==> config.mk <==
export PLATFORM = sky130hd
export DESIGN_NAME = wddl_rail_decoder
export DESIGN_NICKNAME = d
export VERILOG_FILES = /design/src/rtl/wddl_rail_decoder.sv
export SDC_FILE = /design/constraint.sdc
export NUM_CORES = 1
export LEC_CHECK = 0
export ABC_AREA = 1
export CORE_ASPECT_RATIO = 0.6
export CORE_MARGIN = 4
export CORE_UTILIZATION = 45
export DETAILED_ROUTE_END_ITERATION = 7
export GPL_ROUTABILITY_DRIVEN = 0
export PLACE_DENSITY = 0.74
export RECOVER_POWER = 100
export SYNTH_ARGS = -nofsm -noshare
export SYNTH_HDL_FRONTEND = slang
export SYNTH_SLANG_ARGS = --single-unit
==> constraint.sdc <==
create_clock -name clk -period 1.2 [get_ports clk]
set_input_delay 0.24 -clock clk [delete_from_list [all_inputs] [get_ports clk]]
set_output_delay 0.24 -clock clk [all_outputs]
set_load 0.02 [all_outputs]
==> src/rtl/wddl_rail_decoder.sv <==
// WDDL dual-rail to single-rail decoder with spacer/evaluate completion checks and valid/ready output.
// Define WDDL_DEC_SYNC_EN to pass rails and precharge through a two-stage synchronizer first.
module wddl_rail_decoder #(
    parameter int unsigned WIDTH   = 8,
    parameter int unsigned TIMEOUT = 16
) (
    input  logic             clk,
    input  logic             rst,
    input  logic             precharge,
    input  logic [WIDTH-1:0] in_t,
    input  logic [WIDTH-1:0] in_f,
    output logic [WIDTH-1:0] data_out,
    output logic             out_valid,
    input  logic             out_ready,
    output logic             err_valid,
    output logic [1:0]       err_code,
    input  logic             err_clr
);

    localparam int unsigned CNT_W = $clog2(TIMEOUT);

    localparam logic [1:0] ERR_NONE      = 2'b00;
    localparam logic [1:0] ERR_COLLISION = 2'b01;
    localparam logic [1:0] ERR_TIMEOUT   = 2'b10;
    localparam logic [1:0] ERR_PREMATURE = 2'b11;

    typedef enum logic [1:0] {
        S_PRE   = 2'd0,
        S_EVAL  = 2'd1,
        S_OUT   = 2'd2,
        S_FAULT = 2'd3
    } state_e;

    logic             pc_s;
    logic [WIDTH-1:0] t_s;
    logic [WIDTH-1:0] f_s;

`ifdef WDDL_DEC_SYNC_EN
    logic             pc_q1, pc_q2;
    logic [WIDTH-1:0] t_q1, t_q2;
    logic [WIDTH-1:0] f_q1, f_q2;

    // Two-flop synchronizer in front of all decode logic
    always_ff @(posedge clk or posedge rst) begin
        if (rst) begin
            pc_q1 <= 1'b0;
            pc_q2 <= 1'b0;
            t_q1  <= '0;
            t_q2  <= '0;
            f_q1  <= '0;
            f_q2  <= '0;
        end else begin
            pc_q1 <= precharge;
            pc_q2 <= pc_q1;
            t_q1  <= in_t;
            t_q2  <= t_q1;
            f_q1  <= in_f;
            f_q2  <= f_q1;
        end
    end

    assign pc_s = pc_q2;
    assign t_s  = t_q2;
    assign f_s  = f_q2;
`else
    assign pc_s = precharge;
    assign t_s  = in_t;
    assign f_s  = in_f;
`endif

    logic spacer_c;
    logic complete_c;
    logic collision_c;

    assign spacer_c    = ~|(t_s | f_s);
    assign complete_c  = &(t_s ^ f_s);
    assign collision_c = |(t_s & f_s);

    state_e           state_q;
    logic             armed_q;
    logic [CNT_W-1:0] cnt_q;
    logic [WIDTH-1:0] data_q;
    logic             out_valid_q;
    logic             err_valid_q;
    logic [1:0]       err_code_q;

    // Phase FSM; every output is a register updated here
    always_ff @(posedge clk or posedge rst) begin
        if (rst) begin
            state_q     <= S_PRE;
            armed_q     <= 1'b0;
            cnt_q       <= '0;
            data_q      <= '0;
            out_valid_q <= 1'b0;
            err_valid_q <= 1'b0;
            err_code_q  <= ERR_NONE;
        end else begin
            case (state_q)
                S_PRE: begin
                    if (pc_s) begin
                        if (spacer_c) armed_q <= 1'b1;
                    end else if (armed_q) begin
                        state_q <= S_EVAL;
                        cnt_q   <= '0;
                        armed_q <= 1'b0;
                    end
                end
                S_EVAL: begin
                    if (collision_c) begin
                        state_q     <= S_FAULT;
                        err_valid_q <= 1'b1;
                        err_code_q  <= ERR_COLLISION;
                    end else if (complete_c) begin
                        state_q     <= S_OUT;
                        data_q      <= t_s;
                        out_valid_q <= 1'b1;
                    end else if (pc_s) begin
                        state_q     <= S_FAULT;
                        err_valid_q <= 1'b1;
                        err_code_q  <= ERR_PREMATURE;
                    end else if (cnt_q == CNT_W'(TIMEOUT - 1)) begin
                        state_q     <= S_FAULT;
                        err_valid_q <= 1'b1;
                        err_code_q  <= ERR_TIMEOUT;
                    end else begin
                        cnt_q <= cnt_q + CNT_W'(1);
                    end
                end
                S_OUT: begin
                    // Handshake done: a fresh spacer is needed before the next word
                    if (out_valid_q && out_ready) begin
                        out_valid_q <= 1'b0;
                        state_q     <= S_PRE;
                        armed_q     <= 1'b0;
                    end
                end
                S_FAULT: begin
                    if (err_clr) begin
                        err_valid_q <= 1'b0;
                        err_code_q  <= ERR_NONE;
                        state_q     <= S_PRE;
                        armed_q     <= 1'b0;
                    end
                end
                default: begin
                    state_q <= S_PRE;
                end
            endcase
        end
    end

    assign data_out  = data_q;
    assign out_valid = out_valid_q;
    assign err_valid = err_valid_q;
    assign err_code  = err_code_q;

endmodule

==> impl_metrics.ini <==
[outcome]
status = complete, but fails checks
violations = setup timing

[floorplan]
io_pins = 33
initial_core_util_pct = 47.86
row_count = 15
die_w_um = 80.04
die_h_um = 51.23
dieArea_sq_um = 4100
coreArea_sq_um = 2928

[logic_synthesis]
yosysWarnings = 0
synth_nets = 211
synth.distinct_cells = 26
syn_area_sq_um = 1401
synth_area_per_cell_sq_um = 8.100
ys_ff_latch = 19
ys_seq_area_share_pct = 33.93
synthCells = 173

[cts]
clock-sinks = 19
htree_levels = 1
insertion_delay_ps = 280
hold_buffers = 0
clock_path_buffers = 2
clk_pin_slew_ps = 80
cts_inserted_buffers = 3
cts_tree = built
cts-root-buf = clkbuf_8

[layout]
finish.net_count = 296
multiInputGateArea_sq_um = 1206
layout-drive-gt1-share_pct = 62.65
fill_cells = 155
seq_area_sq_um = 476.7
layout_commonest_cell = buf_4
area_growth_pct = 78.12
layout_common_cells = buf_4 (41), nand2_1 (26), dfrtp_1 (18), buf_2 (14)

[worst_setup_path]
crit_path_max_fanout = 8
cp_data_arrival_time_ps = 1650
reg2reg_depth = 7
worst_ep_required_time_ps = 1350
regToRegSetupSlack_ps = -300
reg2reg_from = cnt_q[0]
startpoint = cnt_q[0]
r2r_end = cnt_q[0]
cp-end-kind = flop
cp-start-kind = flop
cp-endpoint = cnt_q[0]
critPathKind = flop to flop

[sta]
fmax_mhz = 667.9
fin_ws_ps = -297.2
fin_hold_ws_ps = 318.1
fin_setup_tns_ps = -2957
clock_skew_ps = 4.487
period_share_pct = 124.8
fin_crit_ps = 1497
slew_headroom_pct = 66.40
setup_viol = 19
worst_pin_slew_ps = 504.0
grt_setup_unrepaired = true
drv_slew = 0
hold_violations = 0

[min_path]
hold_depth = 4
hp-class = input pin to flop

[global_route]
grt_max_degree = 20
grt-ovfl-total = 0
grt_pass1_wl_um = 8300
antenna_found_initial = 1
grt_usage_pct = 27.28
grt_pass1_vias = 1653

[route]
drcViolationCount = 0
ant_nets = 0
drt-total-wl_um = 5894
dr.pass1.iters = 4
via_count = 1679
drt_iter0_markers = 177
wl_per_cell_um = 19.65
vias_per_cell = 5.597

[pwr]
ir_drop_mv = 1.263
power_density_nw_per_um2 = 1420
p_leak_uw = 0.001153

[place]
place_ws_ps = -975.8
port_buffers = 32
dp_hpwl_um = 3155

[flow_run]
drv_cap = 0
==> per-stage QoR <==
stage | utilization [%] | total power [uW] | instances | instance area, sq um
2_1_floorplan | - | 1777 | 173 | 1560
3_3_place_gp | 73.59 | 2381 | 278 | 2155
3_5_place_dp | 73.59 | 2461 | 278 | 2155
4_1_cts | 83.68 | 3138 | 294 | 2450
5_1_grt | 85.26 | 3709 | 300 | 2496
6_report | 85.26 | 3545 | 300 | 2496
==> cells by family (layout without fill, tap and decap cells) <==
logic type	Yosys count	after routing	share of synthesized area [%]
and+or+nand+nor	90	93	32.41
buffers and inverters	27	108	8.483
AOI/OAI and AO/OA	20	20	10.00
DFF	19	19	33.93
adders and majority gates	17	17	15.18
other	0	1	0
==> cell usage after synthesis <==
cell type  instances  share of area [%]
o211ai_1           1               0.54
nor3_1             2               0.71
nand2_4            1               0.80
nand4_1            4                1.8
ha_1              17                 15
buf_6              2                1.6
o21ai_2            8                5.0
o21ai_0            1               0.36
nor2_4             2                1.6
a21oi_2            1               0.63
dfrtp_1           19                 34
nand3_1            8                2.9
or2_2              1               0.45
inv_2              2               0.54
a21oi_1            3                1.1
nand4_2            1               0.89
or2_1              1               0.45
inv_4              1               0.45
nand2_2            9                4.0
nor2_8             1                1.4
nand3_2            3                2.1
o21ai_1            5                1.8
nor2_1            19                5.1
nand2_1           38                 10
a31o_2             1               0.63
inv_1             22                5.9
==> worst min path at each step <==
stage,start,to
global placement,err_code[1],err_code[1]
CTS,rst,cnt_q[3]
detailed placement,err_code[1],err_code[1]
global route,in_t[0],data_out[0]
finish,in_t[0],data_out[0]
floorplan,rst,armed_q
==> report_power, final <==
group / switching (uW) / leakage [uW] / internal, uW / total [uW]
logic: 1190 / 0.000874 / 926 / 2120
clock network: 264 / 0.0000255 / 233 / 497
registers: 157 / 0.000253 / 775 / 932
==> critical path: stages (launching register included) <==
cell	delay (ps)
dfrtp_1	440
ha_4	190
nand3_2	110
nor2_1	80
nor2_2	180
nand3_4	150
nand2_1	100
o21ai_1	100
==> per-layer routing <==
layer | GRT usage [%] | up-vias | wire length, um
met4 | 9.831 | 0 | 401
met2 | 49.04 | 125 | 2692
met3 | 5.634 | 40 | 614
met5 | 0 | - | 0
li1 | - | 732 | -
met1 | 32.28 | 782 | 2185
==> flip-flops by register name, indices dropped and copies added, names as in the netlist <==
signal     cells
state_q        2
armed_q        1
out_valid      1
data_out       8
err_code       2
cnt_q          4
err_valid      1
==> final cells by class <==
| class | instances | share of cell area (%) |
|---|---|---|
| repair buffers | 79 | 23.36 |
| diodes | 1 | 0.1003 |
| inverters | 25 | 5.163 |
| flip-flops and latches | 19 | 19.10 |
| multi-input cells | 130 | 48.32 |
| clock buffers | 3 | 1.654 |
| well taps | 42 | 2.105 |
| clock inverters | 1 | 0.2005 |
==> timing repair <==
action / CTS / global route
gates resized for setup: 130 / 27
endpoints found under the hold margin: 0 / 0
cloned: 3 / 0
pin swaps: 22 / 14
endpoints found under the setup margin: 31 / 31
setup buffers: 9 / 5
Power figures use the tool's default switching activity.
